**src/rtl/lfsr_gen.sv**
```systemverilog
// lfsr_gen: Fibonacci XNOR LFSR with seed load, period
// measurement, output-bit statistics and lock-up protection.
module lfsr_gen #(
   parameter int unsigned      WIDTH = 16,
   parameter logic [WIDTH-1:0] TAPS  = 16'hD008,
   parameter logic [WIDTH-1:0] SEED  = 16'h0145,
   parameter int unsigned      CNT_W = 32
) (
   input  logic             clk,
   input  logic             reset,
   input  logic             sh_en,
   input  logic             load,
   input  logic [WIDTH-1:0] load_val,
   output logic [WIDTH-1:0] q,
   output logic [CNT_W-1:0] ones,
   output logic [CNT_W-1:0] zeros,
   output logic             period_tick,
   output logic [CNT_W-1:0] period_len,
   output logic             lockup_err
);

   localparam logic [CNT_W-1:0] ONE_C = CNT_W'(1);

   if (WIDTH < 2 || WIDTH > 32) begin : g_bad_width
      $error("lfsr_gen: WIDTH out of range 2..32");
   end

   if (SEED == {WIDTH{1'b1}}) begin : g_bad_seed
      $error("lfsr_gen: SEED must not be the all-ones lock-up state");
   end

   logic [WIDTH-1:0] q_q, q_d;
   logic [WIDTH-1:0] start_q, start_d;
   logic [CNT_W-1:0] step_q, step_d;
   logic [CNT_W-1:0] ones_q, ones_d;
   logic [CNT_W-1:0] zeros_q, zeros_d;
   logic [CNT_W-1:0] plen_q, plen_d;
   logic             tick_q, tick_d;
   logic             lerr_q, lerr_d;
   logic             fb;
   logic [WIDTH-1:0] nxt;

   // Next state: load beats step beats hold; pulses default low.
   always_comb begin
      q_d     = q_q;
      start_d = start_q;
      step_d  = step_q;
      ones_d  = ones_q;
      zeros_d = zeros_q;
      plen_d  = plen_q;
      tick_d  = 1'b0;
      lerr_d  = 1'b0;
      fb      = ~^(q_q & TAPS);
      nxt     = {q_q[WIDTH-2:0], fb};
      if (load) begin
         step_d  = '0;
         ones_d  = '0;
         zeros_d = '0;
         if (&load_val) begin
            q_d     = SEED;
            start_d = SEED;
            lerr_d  = 1'b1;
         end else begin
            q_d     = load_val;
            start_d = load_val;
         end
      end else if (sh_en) begin
         q_d = nxt;
         if (q_q[WIDTH-1]) begin
            if (!(&ones_q)) ones_d = ones_q + ONE_C;
         end else begin
            if (!(&zeros_q)) zeros_d = zeros_q + ONE_C;
         end
         if (nxt == start_q) begin
            plen_d = (&step_q) ? step_q : step_q + ONE_C;
            step_d = '0;
            tick_d = 1'b1;
         end else if (!(&step_q)) begin
            step_d = step_q + ONE_C;
         end
      end
   end

   // State and output registers, async active-high reset.
   always_ff @(posedge clk or posedge reset) begin
      if (reset) begin
         q_q     <= SEED;
         start_q <= SEED;
         step_q  <= '0;
         ones_q  <= '0;
         zeros_q <= '0;
         plen_q  <= '0;
         tick_q  <= 1'b0;
         lerr_q  <= 1'b0;
      end else begin
         q_q     <= q_d;
         start_q <= start_d;
         step_q  <= step_d;
         ones_q  <= ones_d;
         zeros_q <= zeros_d;
         plen_q  <= plen_d;
         tick_q  <= tick_d;
         lerr_q  <= lerr_d;
      end
   end

   assign q           = q_q;
   assign ones        = ones_q;
   assign zeros       = zeros_q;
   assign period_tick = tick_q;
   assign period_len  = plen_q;
   assign lockup_err  = lerr_q;

endmodule

```
**config.mk**
```make
export PLATFORM = sky130hd
export DESIGN_NAME = lfsr_gen
export DESIGN_NICKNAME = d
export VERILOG_FILES = /design/src/rtl/lfsr_gen.sv
export SDC_FILE = /design/constraint.sdc
export NUM_CORES = 1
export LEC_CHECK = 0
export CAP_MARGIN = 10
export CORE_ASPECT_RATIO = 0.8
export CORE_MARGIN = 1
export CORE_UTILIZATION = 25
export CTS_CLUSTER_SIZE = 28
export DETAILED_ROUTE_END_ITERATION = 10
export PLACE_DENSITY_LB_ADDON = 0.08
export SLEW_MARGIN = 20
export SYNTH_ARGS = -nofsm -noshare
export SYNTH_HDL_FRONTEND = slang
export SYNTH_SLANG_ARGS = --single-unit
```
**constraint.sdc**
```tcl
create_clock -name clk -period 10.9 [get_ports clk]
set_clock_uncertainty 0.2 [all_clocks]
set_input_delay 1.635 -clock clk [delete_from_list [all_inputs] [get_ports clk]]
set_output_delay 1.635 -clock clk [all_outputs]
set_load 0.01 [all_outputs]
```
## Word level (Yosys, flattened, before mapping)

Cells that the tools add are included.

- Flip-flop bits (word level): 162
- Input port bits: 20
- Output and inout port bits: 114
- Word-level logic and storage cells: 46

- $add $sub $neg: 3
- Equality and inequality tests: 4
- Mux-type cells: 20
- Bitwise gates (word level): 1
- Reduce and logical (&&, ||, !) cells: 10

Operators with widths:

| operator | number |
|---|---|
| two-way mux 32 bit | 12 |
| adder 32 x 1 -> 32 bit (second input constant) | 3 |
| AND reduction 32 bit | 3 |
| two-way mux 16 bit | 3 |
| equality test 16 bit | 1 |
| AND reduction 16 bit | 1 |
| XNOR reduction 16 bit | 1 |
| AND reduction 3 bit | 3 |
| inequality test 2 bit (second input constant) | 3 |
| two-way mux 1 bit | 5 |
| nonzero test 2 bit | 2 |
| NOT 1 bit | 1 |

## Logic depth before layout (Yosys ltp)

Gate-level depths: netlist (run 1).

- Depth in word-level cells: 5
- Depth in mapped cells: 9
- Depth with buffers taken out: 7

## Least setup slack after synthesis (run 1)

No wires, ideal clock.

- Path type: input-to-reg
- From: input port sh_en
- To: register ones_q[27], in the netlist ones[27]
- Library setup time: 0.132 ns
- Data arrival time: 2.911 ns
- Data required time: 10.568 ns
- Path slack: 7.657 ns
- Cell stages on the path: 7
- Buffers on the path: 1
- Path through: nand2_1 > or2_2 > clkbuf_1 > a211oi_2 > nand4_1 > xor2_1 > nor2_1

- Longest elaborated chain between the ends: 2

Ends and longest elaborated chain:

| item | RTL line | source |
|---|---|---|
| from (decl) | 11 | `input logic sh_en,` |
| nonzero test 2 bit (no line) | - |  |
| AND reduction 3 bit (no line) | - |  |
| to (signal assigned) | 99 | `ones_q <= ones_d;` |
| to (decl) | 35 | `logic [CNT_W-1:0] ones_q, ones_d;` |

No other way between the ends.
A chain may end at the register's enable or synchronous reset.

## Worst setup path in the final report (run 1)

- From: input port sh_en
- To: register ones_q[19], in the netlist ones[19]

Same word-level chain as after synthesis.

==> flow_summary.yaml, run 1 <==
logic_synthesis:
  syn-cell-area_um2: 8240
  synth.net_count: 901
  yosys_warnings: 0
  muxShareOfSynthArea_pct: 3.128
  yosys.area_share.simple_pct: 22.73
  synth_top_cell_by_area: "dfrtp_1"
  seq_area_frac_synth_pct: 49.32
  synth_xor_area_share_pct: 9.778
  synth_compound_area_share_pct: 11.10
  synthArstFlopShare_pct: 100.0
  ys_ff_latch: 162
  synthTopCellsByCount: "154 x dfrtp_1, 92 x nor2_1, 62 x nand2_1, 58 x xor2_1, 57 x a21oi_1"
  yosys.area.top_type_share_pct: 46.77
  synth_cell_types: 55
  synthAdderAreaFrac_pct: 0.4555
  synth_top_family_by_area: "simple AND/OR/NAND/NOR gates"
  synth_edf_count: 0
  synth_most_common_cell: "dfrtp_1"
  synth_top_flop_cell: "dfrtp_1"
  synth.avg_cell_area_um2: 9.385
  synth_area_leaders: "dfrtp_1 47%, xor2_1 6.2%, nor2_1 4.2%, xnor2_1 3.6%, a21oi_1 3.5%"
  synthCells: 878
pwr:
  p_sw_share_pct: 24.35
  pwr-share-comb_pct: 8.7
  clkPwrFrac_pct: 44.8
  power.switching_w: 0.0003388
  internal_power_w: 0.001052
  cellLeakagePower_nw: 4.271
  p_per_area_nw_per_um2: 131.4
  pwr-share-seq_pct: 46.5
  power_w: 0.001391
  ir_drop_mv: 0.06193
placed_design:
  routabilityCongestion: 0.7344
  dp_hpwl_um: 15790
  portBuffers: 133
drt:
  highest_layer: "met4"
  route.vias.total: 6658
  ant_nets: 0
  wirelength_um: 23400
  vias_per_cell: 4.646
  route.met3.wl_um: 951
  first_pass_iters: 4
  wl_met1_um: 12910
  wl_met2_um: 9364
  drc: 0
  drt_first_iter_violations: 422
  wl_per_cell_um: 16.33
timing:
  min_period_ps: 3901
  grt_setup_unrepaired: "false"
  slew_viol_final: 0
  timing.fmax_mhz: 256.4
  min_period_over_period_pct: 35.79
  max-slew-margin-rel_pct: 36.20
  tns_ps: 0
  worst_pin_slew_ps: 953.4
  final_hold_viol_count: 0
  final-setup-viol-count: 0
global_routing:
  grt_max_degree: 86
  grt_usage_pct: 14.47
  antenna_found_initial: 0
  grt_pass1_wl_um: 37880
  first_global_vias: 6554
  overflow: 0
cts:
  cts_buffer_depth: 2
  cts_root_buf: "clkbuf_16"
  clk_pin_slew_worst_paths_ps: 60
  cts-resized-gates: 0
  numClockSinks: 162
  htreeDepth: 4
  cts_buffers: 17
  hold_buffers: 0
  cts_tree: "built"
  post-cts-setup-buffers: 0
  clk_latency_ps: 430
cells_and_area:
  fillers: 3386
  multi_input_area_um2: 3894
  diodes: 0
  drive_above_1_share_pct: 7.256
  regArea_um2: 4064
  fin_nets: 1017
  area_growth_pct: 28.45
run:
  maxCapViolations: 0
die:
  die_x_um: 205.0
  die-area_um2: 33700
  io_pins: 134
  fp-row-count: 59
  dieHeight_um: 164.4
  core-area_um2: 32480
  initial_core_util_pct: 25.37
min_path:
  min_path_type: "reg2reg"
worst_setup_path:
  worst-path-max-fanout: 24
  start_kind: "primary input"
  cp.arrival_ps: 3980
  critPathRequiredTime_ps: 10980
  path_class: "in2reg"
  worstSetupEndpointType: "flip-flop"
run_status:
  status: "complete, no violations"
flip-flops by register name (all words and copies together) (netlist names):
register / flops
ones: 32
q: 16
zeros: 32
lockup_err: 1
start_q: 16
period_len: 32
step_q: 32
period_tick: 1
layout by cell type, fill, tap and decap left out, types with 19 or more instances in the layout:
cell	instances
mux2i_1	19
nand4_1	40
clkdlybuf4s50_1	132
dfrtp_1	154
nor3_1	19
nand3_1	54
o21ai_0	54
nor2_1	92
a21oi_1	57
xor2_1	58
and3_1	25
xnor2_1	34
a31oi_1	31
inv_1	27
nand2_1	62
power groups by stage:
stage / logic, W / clock network [W] / registers (W)
floorplan: 0.0000644 / 0 / 0.000656
global placement: 0.000125 / 0 / 0.000659
detailed placement: 0.000125 / 0 / 0.000659
CTS: 0.000125 / 0.000649 / 0.000648
global route: 0.000136 / 0.000672 / 0.000650
finish: 0.000121 / 0.000623 / 0.000647
area by class of cell:
class	instances	share of cell area, %
Multi-Input combinational cell	645	36.78
Inverter	28	1.040
Clock inverter	11	1.277
Tap cell	427	5.047
Sequential cell	162	38.39
Clock buffer	20	4.409
Timing Repair Buffer	140	13.05
layer usage:
metal,vias up,global-route usage (%)
met5,-,0
met4,0,3.838
met3,8,3.729
met2,115,19.38
met1,3214,22.38
li1,3321,-
worst max-delay path, stage by stage:
cell and delay [ps]:
clkdlybuf4s50_1 460, buf_4 350, nand2_1 170, or2_2 420
a211oi_2 540, nand4_1 190, xor2_1 170, nor2_1 50
logic make-up after synthesis:
group | after synthesis
and+or+nand+nor | 364
xor gates and xnor gates | 92
buffers and inverters | 71
DFF | 162
muxes | 25
AOI/OAI and AO/OA | 161
adders and majority gates | 3
final timing paths:
path	from	endpoint	slack [ps]	cells past startpoint
min in group asynchronous	reset	period_len[15]	1370	2
max	sh_en	ones[19]	7000	8
max in group asynchronous	reset	period_len[30]	7090	4
max reg2reg	step_q[0]	step_q[7]	7650	7
min	start_q[2]	start_q[2]	280	2
min reg2reg	start_q[2]	start_q[2]	280	2
metrics by stage:
step	instances	cell area [um^2]	worst slack, ps	hold WS (ps)	util, %
2_1_floorplan	878	8240	4702	254.8	-
3_3_place_gp	1402	9983	6405	269.1	30.74
3_5_place_dp	1402	9983	6419	268.9	30.74
4_1_cts	1433	10590	6897	279.4	32.59
5_1_grt	1433	10590	6647	304.8	32.59
6_report	1433	10590	6999	276.5	32.59
(Power assumes the default switching activity.)
==> run 2: changes to the inputs <==
Clock period 10.9 ns to 3.9 ns, I/O delays scaled along.
==> run 2 against run 1 <==
  * Flip-flop and latch count unchanged
  * Critical endpoint is now period_len[14]
  * Largest power group is now the clock network
  * Highest routed layer unchanged
  * Final cell count increased by 0.49%
  * Clock power increased to 3.0 times the previous value
  * Non-clock buffer count increased by 6
==> flow_summary.yaml, run 2 (same netlist as run 1, synthesis figures left out) <==
pwr:
  p_sw_share_pct: 24.52
  cellLeakagePower_nw: 4.306
  p_per_area_nw_per_um2: 374.4
  clkPwrFrac_pct: 46.2
  pwr-share-seq_pct: 45.1
  internal_power_w: 0.003023
  power_w: 0.004005
  power.switching_w: 0.0009820
  pwr-share-comb_pct: 8.6
  ir_drop_mv: 0.2304
timing:
  min_period_over_period_pct: 77.51
  worst_pin_slew_ps: 755.5
  grt_setup_unrepaired: "false"
  min_period_ps: 3023
  final_hold_viol_count: 0
  hold_slack_ps: 282.8
  slew_viol_final: 0
  tns_ps: 0
  timing.fmax_mhz: 330.8
  max-slew-margin-rel_pct: 49.25
  final-setup-viol-count: 0
cts:
  numClockSinks: 162
  post-cts-setup-buffers: 0
  htreeDepth: 4
  hold_buffers: 0
  cts_tree: "built"
  clk_latency_ps: 430
  cts_buffer_depth: 2
  cts_root_buf: "clkbuf_16"
  clk_pin_slew_worst_paths_ps: 60
  cts-resized-gates: 0
  cts_buffers: 17
die:
  io_pins: 134
  dieHeight_um: 164.4
  core-area_um2: 32480
  die_x_um: 205.0
  die-area_um2: 33700
  fp-row-count: 59
  initial_core_util_pct: 25.37
run:
  maxCapViolations: 0
worst_setup_path:
  crit_slowest_cell: "nor3_1"
  crit_chain: "ha_1, nand3_1, nor3_1, o31a_1, and3_1, xnor2_1, a21oi_1"
  worstSetupEndpointType: "flip-flop"
  max_stage_delay_ps: 710
  cp.arrival_ps: 3130
  worst-path-max-fanout: 7
  critPathRequiredTime_ps: 4000
  start_kind: "flip-flop"
  path_class: "reg2reg"
cells_and_area:
  finalInstanceArea_um2: 10700
  layout_common_cells: "154 x dfrtp_1, 132 x clkdlybuf4s50_1, 92 x nor2_1, 62 x nand2_1, 58 x xor2_1"
  fillers: 3427
  area_growth_pct: 29.82
  fin_nets: 1023
  diodes: 0
  drive_above_1_share_pct: 7.601
  final_common_cell: "dfrtp_1"
global_routing:
  grt_max_degree: 82
  grt_pass1_wl_um: 38520
  grt_usage_pct: 14.62
  overflow: 0
  first_global_vias: 6533
  antenna_found_initial: 0
drt:
  wirelength_um: 23580
  route.vias.total: 6742
  first_pass_iters: 4
  drt_first_iter_violations: 317
  drc: 0
  ant_nets: 0
  wl_per_cell_um: 16.37
  vias_per_cell: 4.682
placed_design:
  postPlaceCellArea_um2: 10060
  portBuffers: 133
  routabilityCongestion: 0.7284
  dp_hpwl_um: 16130
run_status:
  status: "complete, no violations"
min_path:
  min_path_type: "reg2reg"
-- run 2: cell count changes in the layout (fill, tap and decap cells not counted) --
cell,change
buf_12,+3
buf_4,+3
bufinv_16,+1
clkbuf_1,+3
clkinv_2,-5
clkinvlp_4,+3
inv_6,-1
-- run 2: worst max-delay path, delay by kind of cell (launching register included) --
family	cells	cell delay, ps
xor+xnor	1	140
compound gates	2	530
fa+ha+maj	1	330
simple gates	3	1240
flops	1	470
-- run 2: metal layers --
metal | share of wire [%] | global-route usage [%]
met3 | 4.5 | 3.433
met2 | 41 | 19.84
met5 | 0 | 0
met4 | 0.92 | 3.939
met1 | 54 | 22.58
-- run 2: power groups by stage --
stage	combinational [W]	sequential [W]	clock [W]
2_1_floorplan	0.000180	0.00183	0
3_3_place_gp	0.000358	0.00184	0
3_5_place_dp	0.000357	0.00184	0
4_1_cts	0.000358	0.00181	0.00191
5_1_grt	0.000387	0.00182	0.00197
6_report	0.000346	0.00181	0.00185
-- run 2: area by class of cell --
class / count / area [um^2] / area share (%)
well taps: 427 / 534.3 / 4.994
inverters: 28 / 108.9 / 1.018
clock buffers: 23 / 478.0 / 4.468
clock inverters: 9 / 155.1 / 1.450
multi-input cells: 645 / 3894 / 36.40
flip-flops and latches: 162 / 4064 / 37.99
repair buffers: 146 / 1464 / 13.68
-- run 2: per-stage QoR --
step | util, % | setup slack, ps | cells
finish | 32.94 | 877.1 | 1440
global route | 32.94 | 597.2 | 1440
CTS | 32.94 | 882.4 | 1440
detailed placement | 30.99 | 862.2 | 1408
global placement | 30.99 | 868.0 | 1408
floorplan | - | 1065 | 878
-- run 2: final timing paths --
| path | start | end | slack (ps) | depth (start not counted) |
|---|---|---|---|---|
| setup / recovery | step_q[0] | period_len[14] | 880 | 7 |
| hold / removal | start_q[6] | start_q[6] | 280 | 2 |
| setup reg to reg | step_q[0] | period_len[14] | 880 | 7 |
| hold reg to reg | start_q[6] | start_q[6] | 280 | 2 |
| max in group asynchronous | reset | start_q[0] | 2360 | 3 |
| min in group asynchronous | reset | period_len[10] | 320 | 2 |
==> run 3: changes to the inputs <==
Clock period 3.9 ns to 2.8 ns, I/O delays scaled along.
==> run 3 against run 2 <==
  * Count of clock-buffer cells in the layout down 2
  * Via count up 1.6%
  * Flip-flop and latch count unchanged
  * Global-route usage up 0.19 points
  * Worst hold slack worse by 100 ps
  * Non-clock buffer count up 22
  * Design area up 1.7%
  * Clock power up 26%
  * Utilization up 0.56 points
  * Sequential share of layout area down 0.63 points
  * Critical path type unchanged
  * Largest cell class unchanged
  * Largest power group is now sequential cells
==> flow_summary.yaml, run 3 (same netlist as run 1, synthesis figures left out) <==
run_status:
  status: "complete, no violations"
drt:
  wl_per_cell_um: 16.18
  wirelength_um: 23660
  ant_nets: 0
  drt_first_iter_violations: 371
  first_pass_iters: 5
  drc: 0
  vias_per_cell: 4.683
  route.vias.total: 6847
timing:
  tns_ps: 0
  min_period_over_period_pct: 92.25
  min_period_ps: 2583
  final-setup-viol-count: 0
  max-slew-margin-rel_pct: 65.19
  worst_pin_slew_ps: 517.4
  final_hold_viol_count: 0
  slew_viol_final: 0
  grt_setup_unrepaired: "false"
  timing.fmax_mhz: 387.1
cts:
  cts_buffer_depth: 2
  post-cts-setup-buffers: 0
  clk_pin_slew_worst_paths_ps: 70
  hold_buffers: 0
  clk_latency_ps: 440
  cts_buffers: 17
  cts_tree: "built"
  numClockSinks: 162
  htreeDepth: 4
  cts-resized-gates: 0
  cts_root_buf: "clkbuf_16"
cells_and_area:
  final_core_util_pct: 33.49
  area_growth_pct: 32.02
  layout_common_cells: "154 x dfrtp_1, 132 x clkdlybuf4s50_1, 92 x nor2_1, 62 x nand2_1, 58 x xor2_1"
  fillers: 3393
  fin_nets: 1045
  fin_cells: 1462
  finalInstanceArea_um2: 10880
  drive_above_1_share_pct: 9.662
  final_common_cell: "dfrtp_1"
  diodes: 0
run:
  maxCapViolations: 0
worst_setup_path:
  worst-path-max-fanout: 12
  worstSetupEndpointType: "flip-flop"
  cp.arrival_ps: 2740
  critical_path.startpoint: "ones[3]"
  path_class: "reg2reg"
  critPathRequiredTime_ps: 2950
  r2r_start: "ones[3]"
  start_kind: "flip-flop"
placed_design:
  routabilityCongestion: 0.7438
  dp_hpwl_um: 16560
  dp.cells: 1430
  portBuffers: 133
  postPlaceCellArea_um2: 10300
pwr:
  cellLeakagePower_nw: 4.432
  p_per_area_nw_per_um2: 491.7
  power_w: 0.005350
  ir_drop_mv: 0.2762
die:
  fp-row-count: 59
  die_x_um: 205.0
  die-area_um2: 33700
  core-area_um2: 32480
  initial_core_util_pct: 25.37
  io_pins: 134
  dieHeight_um: 164.4
global_routing:
  grt_pass1_wl_um: 38580
  antenna_found_initial: 0
  overflow: 0
  grt_usage_pct: 14.81
  grt_max_degree: 115
  first_global_vias: 6551
min_path:
  min_path_type: "in2async"
run 3: cell count changes in the layout (fill, tap and decap cells not counted), sizes merged:
cell and change:
buf +22, bufinv -2, clkbuf -2, clkinv +6
clkinvlp -2
run 3: stage by stage:
stage          hold slack (ps)  worst slack, ps
2_1_floorplan            254.8            129.7
3_3_place_gp             267.5            15.17
3_5_place_dp             269.8           -2.289
4_1_cts                  163.1            199.0
5_1_grt                  182.2            7.227
6_report                 179.4            216.9
run 3: final cells by class:
cell class              instances  area (um^2)  area share [%]
repair buffers                168         1704           15.66
clock inverters                11        113.9           1.047
flip-flops and latches        162         4064           37.35
multi-input cells             645         3894           35.79
well taps                     427        534.3           4.911
inverters                      28        108.9           1.001
clock buffers                  21        460.4           4.232
run 3: power breakdown:
| group | internal [W] | switching (W) |
|---|---|---|
| clock | 0.00135 | 0.000980 |
| sequential | 0.00243 | 0.0000884 |
| combinational | 0.000234 | 0.000268 |
| total | 0.00401 | 0.00134 |
run 3: worst paths after layout:
kind	endpoint	slack, ps	cells past startpoint
setup / recovery	ones[26]	220	5
hold / removal	zeros[9]	180	2
setup reg to reg	ones[26]	220	5
hold reg to reg	start_q[8]	280	2
max in group asynchronous	ones[15]	1570	3
min in group clk	lockup_err	180	3
run 3: metal layers:
layer | wire length [um] | GRT usage, % | part of all wire (%) | up-vias
met5 | 0 | 0 | 0 | -
met2 | 9247 | 19.35 | 39 | 130
met3 | 1003 | 3.512 | 4.2 | 11
met1 | 13180 | 23.49 | 56 | 3313
li1 | - | - | - | 3393
met4 | 227 | 3.939 | 0.96 | 0
run 3: critical path, cell delays in order, from the launching register on:
cell and delay, ps:
dfrtp_1 480, nand4_1 180, or4_1 680, a211o_1 420, or3_1 390, a21oi_1 140
